<file path="src/rtl/imm_encode.sv">
// Two-stage immediate encoder: merges an immediate into a template instruction word.
// Optional range/alignment checking is built only when IMM_ENCODE_CHECK_EN is defined.
module imm_encode #(
  parameter int XLEN = 32
) (
  input  logic            i_clk,
  input  logic            i_rstn,
  input  logic            i_valid,
  output logic            o_ready,
  input  logic [2:0]      i_fmt,
  input  logic [31:0]     i_base,
  input  logic [XLEN-1:0] i_imm,
  output logic            o_valid,
  input  logic            i_ready,
  output logic [31:0]     o_instr,
  output logic            o_ovf,
  output logic            o_misalign
);

  localparam logic [2:0] FMT_S = 3'd1;
  localparam logic [2:0] FMT_B = 3'd2;
  localparam logic [2:0] FMT_U = 3'd3;
  localparam logic [2:0] FMT_J = 3'd4;

  // Reserved format codes fall through to the I-type layout.
  function automatic logic [31:0] encode(input logic [2:0] fmt, input logic [31:0] base,
                                         input logic [31:0] imm);
    logic [31:0] w;
    case (fmt)
      FMT_S:   w = {imm[11:5], base[24:12], imm[4:0], base[6:0]};
      FMT_B:   w = {imm[12], imm[10:5], base[24:12], imm[4:1], imm[11], base[6:0]};
      FMT_U:   w = {imm[31:12], base[11:0]};
      FMT_J:   w = {imm[20], imm[10:1], imm[11], imm[19:12], base[11:0]};
      default: w = {imm[11:0], base[19:0]};
    endcase
    return w;
  endfunction

`ifdef IMM_ENCODE_CHECK_EN
  function automatic logic upper_same(input logic [XLEN-1:0] v, input int unsigned lsb);
    logic [XLEN-1:0] sh;
    sh = $signed(v) >>> lsb;
    return (sh == {XLEN{1'b0}}) || (sh == {XLEN{1'b1}});
  endfunction

  function automatic logic check_ovf(input logic [2:0] fmt, input logic [XLEN-1:0] imm);
    logic bad;
    case (fmt)
      FMT_B:   bad = !upper_same(imm, 32'd12);
      FMT_J:   bad = !upper_same(imm, 32'd20);
      FMT_U:   bad = (imm[11:0] != 12'd0) || !upper_same(imm, 32'd31);
      default: bad = !upper_same(imm, 32'd11);
    endcase
    return bad;
  endfunction
`endif

  logic            chk_ovf_s;
  logic            chk_mis_s;
  logic            s1_load_s;
  logic            s2_load_s;

  logic            s1_valid_d, s1_valid_q;
  logic [2:0]      s1_fmt_d,   s1_fmt_q;
  logic [31:0]     s1_base_d,  s1_base_q;
  logic [31:0]     s1_imm_d,   s1_imm_q;
  logic            s1_ovf_d,   s1_ovf_q;
  logic            s1_mis_d,   s1_mis_q;
  logic            s2_valid_d, s2_valid_q;
  logic [31:0]     s2_instr_d, s2_instr_q;
  logic            s2_ovf_d,   s2_ovf_q;
  logic            s2_mis_d,   s2_mis_q;

  // Range and alignment flags for the incoming request.
  always_comb begin
`ifdef IMM_ENCODE_CHECK_EN
    chk_ovf_s = check_ovf(i_fmt, i_imm);
    chk_mis_s = ((i_fmt == FMT_B) || (i_fmt == FMT_J)) && i_imm[0];
`else
    chk_ovf_s = 1'b0;
    chk_mis_s = 1'b0;
`endif
  end

  // Handshake: stage 2 frees when empty or draining, stage 1 when empty or advancing.
  always_comb begin
    s2_load_s = !s2_valid_q || i_ready;
    s1_load_s = !s1_valid_q || s2_load_s;
    o_ready   = s1_load_s;
  end

  // Stage 1 next state: capture request and check flags.
  always_comb begin
    if (s1_load_s) begin
      s1_valid_d = i_valid;
    end else begin
      s1_valid_d = s1_valid_q;
    end
    if (s1_load_s && i_valid) begin
      s1_fmt_d  = i_fmt;
      s1_base_d = i_base;
      s1_imm_d  = i_imm[31:0];
      s1_ovf_d  = chk_ovf_s;
      s1_mis_d  = chk_mis_s;
    end else begin
      s1_fmt_d  = s1_fmt_q;
      s1_base_d = s1_base_q;
      s1_imm_d  = s1_imm_q;
      s1_ovf_d  = s1_ovf_q;
      s1_mis_d  = s1_mis_q;
    end
  end

  // Stage 2 next state: encoded word, held stable while stalled.
  always_comb begin
    if (s2_load_s) begin
      s2_valid_d = s1_valid_q;
    end else begin
      s2_valid_d = s2_valid_q;
    end
    if (s2_load_s && s1_valid_q) begin
      s2_instr_d = encode(s1_fmt_q, s1_base_q, s1_imm_q);
      s2_ovf_d   = s1_ovf_q;
      s2_mis_d   = s1_mis_q;
    end else begin
      s2_instr_d = s2_instr_q;
      s2_ovf_d   = s2_ovf_q;
      s2_mis_d   = s2_mis_q;
    end
  end

  // Pipeline registers; reset drops anything in flight.
  always_ff @(posedge i_clk or negedge i_rstn) begin
    if (!i_rstn) begin
      s1_valid_q <= 1'b0;
      s1_fmt_q   <= 3'd0;
      s1_base_q  <= 32'd0;
      s1_imm_q   <= 32'd0;
      s1_ovf_q   <= 1'b0;
      s1_mis_q   <= 1'b0;
      s2_valid_q <= 1'b0;
      s2_instr_q <= 32'd0;
      s2_ovf_q   <= 1'b0;
      s2_mis_q   <= 1'b0;
    end else begin
      s1_valid_q <= s1_valid_d;
      s1_fmt_q   <= s1_fmt_d;
      s1_base_q  <= s1_base_d;
      s1_imm_q   <= s1_imm_d;
      s1_ovf_q   <= s1_ovf_d;
      s1_mis_q   <= s1_mis_d;
      s2_valid_q <= s2_valid_d;
      s2_instr_q <= s2_instr_d;
      s2_ovf_q   <= s2_ovf_d;
      s2_mis_q   <= s2_mis_d;
    end
  end

  assign o_valid    = s2_valid_q;
  assign o_instr    = s2_instr_q;
  assign o_ovf      = s2_ovf_q;
  assign o_misalign = s2_mis_q;

endmodule
</file>
<file path="config.mk">
export PLATFORM = sky130hd
export DESIGN_NAME = imm_encode
export DESIGN_NICKNAME = d
export VERILOG_FILES = /design/src/rtl/imm_encode.sv
export SDC_FILE = /design/constraint.sdc
export NUM_CORES = 1
export LEC_CHECK = 0
export BUFFER_PORTS_ARGS = -buffer_cell sky130_fd_sc_hd__buf_4
export CORE_MARGIN = 2
export CORE_UTILIZATION = 56
export DETAILED_ROUTE_END_ITERATION = 16
export GPL_TIMING_DRIVEN = 0
export PLACE_DENSITY = 0.93
export SYNTH_ARGS = -nofsm -noshare
export SYNTH_HDL_FRONTEND = slang
export SYNTH_SLANG_ARGS = --single-unit
</file>
<file path="constraint.sdc">
create_clock -name i_clk -period 2.76 [get_ports i_clk]
set_clock_uncertainty 0.05 [all_clocks]
set_input_delay 0 -clock i_clk [delete_from_list [all_inputs] [get_ports i_clk]]
set_output_delay 0 -clock i_clk [all_outputs]
set_load 0.005 [all_outputs]
</file>
==> impl_metrics.csv <==
group,metric,value,unit
outcome,outcome,"finished clean",
placement,place_congestion,0.8083,
worst_setup_path,cp-end-kind,"register",
job,cap_violations,0,
worst_setup_path,cp.required,2.90,ns
hold_path,hold_path_class,"in -> reg",
finish,drive_gt1_share,42.00,%
pwr,clkPwrFrac,27.8,%
pwr,netSwitchingFraction,28.02,%
synthesis,synthCells,291,
worst_setup_path,cp.arrival,2.10,ns
drt,drt_first_iter_violations,148,
pwr,p_seq_share,46.9,%
synthesis,synth_fa_ha_area_share,0,%
finish,syn_to_final_growth,44.27,%
synthesis,yosys_warnings,0,
worst_setup_path,ff2ff_setup_slack,0.80,ns
timing,tns,0,ns
worst_setup_path,critPathMaxFanout,9,
pwr,peakVddDrop,0.6472,mV
synthesis,synth_cell_type_count,28,
cts,numCtsBuffers,9,
drt,route.vias.total,3058,
worst_setup_path,path_buf_inv,2,
timing,final.min_clock_period,1.958,ns
cts,path_clk_slew,0.10,ns
worst_setup_path,cpMostUsedCell,"buf_6",
pwr,p_comb_share,25.3,%
timing,slew_headroom,22.86,%
placement,dp_hpwl,5843,µm
synthesis,synthSimpleGateAreaFrac,4.979,%
grt,grt_max_degree,95,
drt,ant_nets,0,
grt,first_global_vias,3315,
synthesis,synth_mux_area_share,25.38,%
synthesis,synth_compound_area_share,6.639,%
synthesis,netlist_top_cells_area,"dfrtp_1 (60%), mux2_2 (19%), mux2i_1 (6.1%)",
cts,cts_tree,"yes",
timing,whs,0.3599,ns
timing,setup_viol,0,
drt,avgViaCountPerCell,5.412,
cts,htree_levels,3,
cts,insertion_delay,0.35,ns
synthesis,synth-seq-cells,94,
floorplanning,core,6794,µm²
cts,clock_sinks,94,
floorplanning,initial_core_util,57.70,%
finish,final_cells,565,
placement,io_buffers,97,
worst_setup_path,startpoint_type,"register",
worst_setup_path,critPathKind,"reg -> reg",
floorplanning,num_rows,30,
placement,post-place-cells,485,
synthesis,synth_top_family_by_area,"multiplexers",
pwr,power,0.003854,W
grt,antenna_found_initial,0,
finish,final_cell_mix,"buf_4 (99), dfrtp_1 (94), mux2_2 (67)",
finish,layout.nets,535,
synthesis,synthXorXnorAreaFrac,0.2234,%
timing,worstMarginPinSlew,1.157,ns
synthesis,yosysSeqAreaShare,60.01,%
synthesis,syn_area,3920,µm²
drt,dr.pass1.iters,4,
timing,hold_violations,0,
floorplanning,die_y,87.67,µm
timing,finalMaxSlewViolations,0,
synthesis,synth_top_area_cell,"dfrtp_1",
drt,wl,10870,µm
worst_setup_path,path_cells,"buf_6, and3b_1, buf_6, a21oi_4, mux2i_1, o21ai_1",
worst_setup_path,worst_path_largest_cell_delay,0.37,ns
pwr,switchingPower,0.001080,W
synthesis,synth.top_cell.area_share,60.01,%
grt,grt_pass1_wl,16990,µm
worst_setup_path,crit_slowest_cell,"mux2i_1",
cts,max-clock-path-buffers,2,
drt,route.detailed.wl_per_inst,19.24,µm
pwr,power_leakage,2.616,nW
floorplanning,die_area,7685,µm²
cts,cts.repair.resized,0,
timing,fmax,0.5106,GHz
finish,layout_commonest_cell,"buf_4",
pwr,powerDensity,681.5,nW/µm²
grt,grt-ovfl-total,0,
drt,drc,0,
pwr,intPower,0.002774,W
synthesis,avgSynthCellArea,13.47,µm²
timing,rsz0062_at_grt,"no",
timing,fin_crit_sh,70.95,%
finish,final_util,83.24,%
floorplanning,die_width,87.67,µm
grt,groute.usage.overall,30.39,%
cts,cts_root_buf,"clkbuf_8",
worst_setup_path,cp_top_family,"compound AO/OA/AOI/OAI gates",
finish,diodes,0,
floorplanning,io_pins,107,
## worst paths after layout
| kind | from | end | cells past startpoint |
|---|---|---|---|
| worst max-delay path | s1_fmt_q[2] | o_instr[19] | 6 |
| worst min-delay path | i_base[17] | s1_base_q[17] | 3 |
| worst max register to register | s1_fmt_q[2] | o_instr[19] | 6 |
| worst min register to register | o_instr[31] | o_instr[31] | 2 |
| max in group asynchronous | i_rstn | s1_imm_q[11] | 2 |
| min in group asynchronous | i_rstn | s1_base_q[17] | 2 |
## power by group through the flow
stage	logic [W]	clock network, W	registers (W)
final	0.000975	0.00107	0.00181
after global routing	0.00106	0.00114	0.00183
after CTS	0.000935	0.00107	0.00179
after detailed placement	0.000853	0	0.00181
after global placement	0.000818	0	0.00180
after floorplan	0.000450	0	0.00179
## sequential cells by signal (all words and copies together) (netlist names)
signal and flops:
o_instr 32, s1_base_q 25, o_valid 1, s1_valid_q 1, s1_imm_q 32, s1_fmt_q 3
## cell families after synthesis
group                     count (synthesis)
buffers and inverters                    19
and+or+nand+nor                          44
xor gates and xnor gates                  1
AOI/OAI and AO/OA                        41
DFF                                      94
muxes                                    91
other                                     1
## synth_stat cells (all sizes together)
| cell | count |
|---|---|
| mux2i | 24 |
| buf | 13 |
| a211oi | 1 |
| nand3b | 1 |
| mux2 | 67 |
| nand2b | 5 |
| clkbuf | 6 |
| dfrtp | 94 |
| o21ai | 25 |
| o31ai | 1 |
| nor4bb | 1 |
| nor2b | 1 |
| o22ai | 4 |
| and3b | 1 |
| xor2 | 1 |
| nand2 | 30 |
| a2bb2oi | 4 |
| a21oi | 3 |
| nor2 | 5 |
| a31o | 1 |
| a221oi | 2 |
| conb | 1 |
## routing by layer
layer / global-route usage, % / up-vias / part of all wire [%]
li1: - / 1370 / -
met1: 33.92 / 1512 / 36
met2: 55.44 / 142 / 54
met3: 5.844 / 34 / 5.5
met4: 14.69 / 0 / 4.1
met5: 0 / - / 0
## worst min-delay path, cell delays in order
cell,delay (ns)
dlygate4sd3_1,0.52
buf_4,0.10
mux2_2,0.12
## timing repair
| item | 4_1_cts | 5_1_grt |
|---|---|---|
| setup endpoints to repair | 0 | 0 |
| endpoints found under the hold margin | 156 | 0 |
| setup buffers | 0 | 0 |
| hold buffers | 64 | 0 |
## layout make-up
| type | count | area, µm² |
|---|---|---|
| Sequential cell | 94 | 2352 |
| Fill cell | 356 | 1139 |
| Clock buffer | 12 | 165.2 |
| Timing Repair Buffer | 161 | 1369 |
| Buffer | 19 | 105.1 |
| Clock inverter | 4 | 77.57 |
| Multi-Input combinational cell | 179 | 1466 |
| Tap cell | 96 | 120.1 |
## through the flow
| stage | cell area (µm²) | worst slack (ns) |
|---|---|---|
| floorplan | 3924 | 1.253 |
| global placement | 4772 | 1.107 |
| detailed placement | 4772 | 1.056 |
| CTS | 5655 | 1.002 |
| global route | 5655 | 0.7703 |
| finish | 5655 | 0.8017 |
Note: power is estimated with default switching activity, not from simulation.
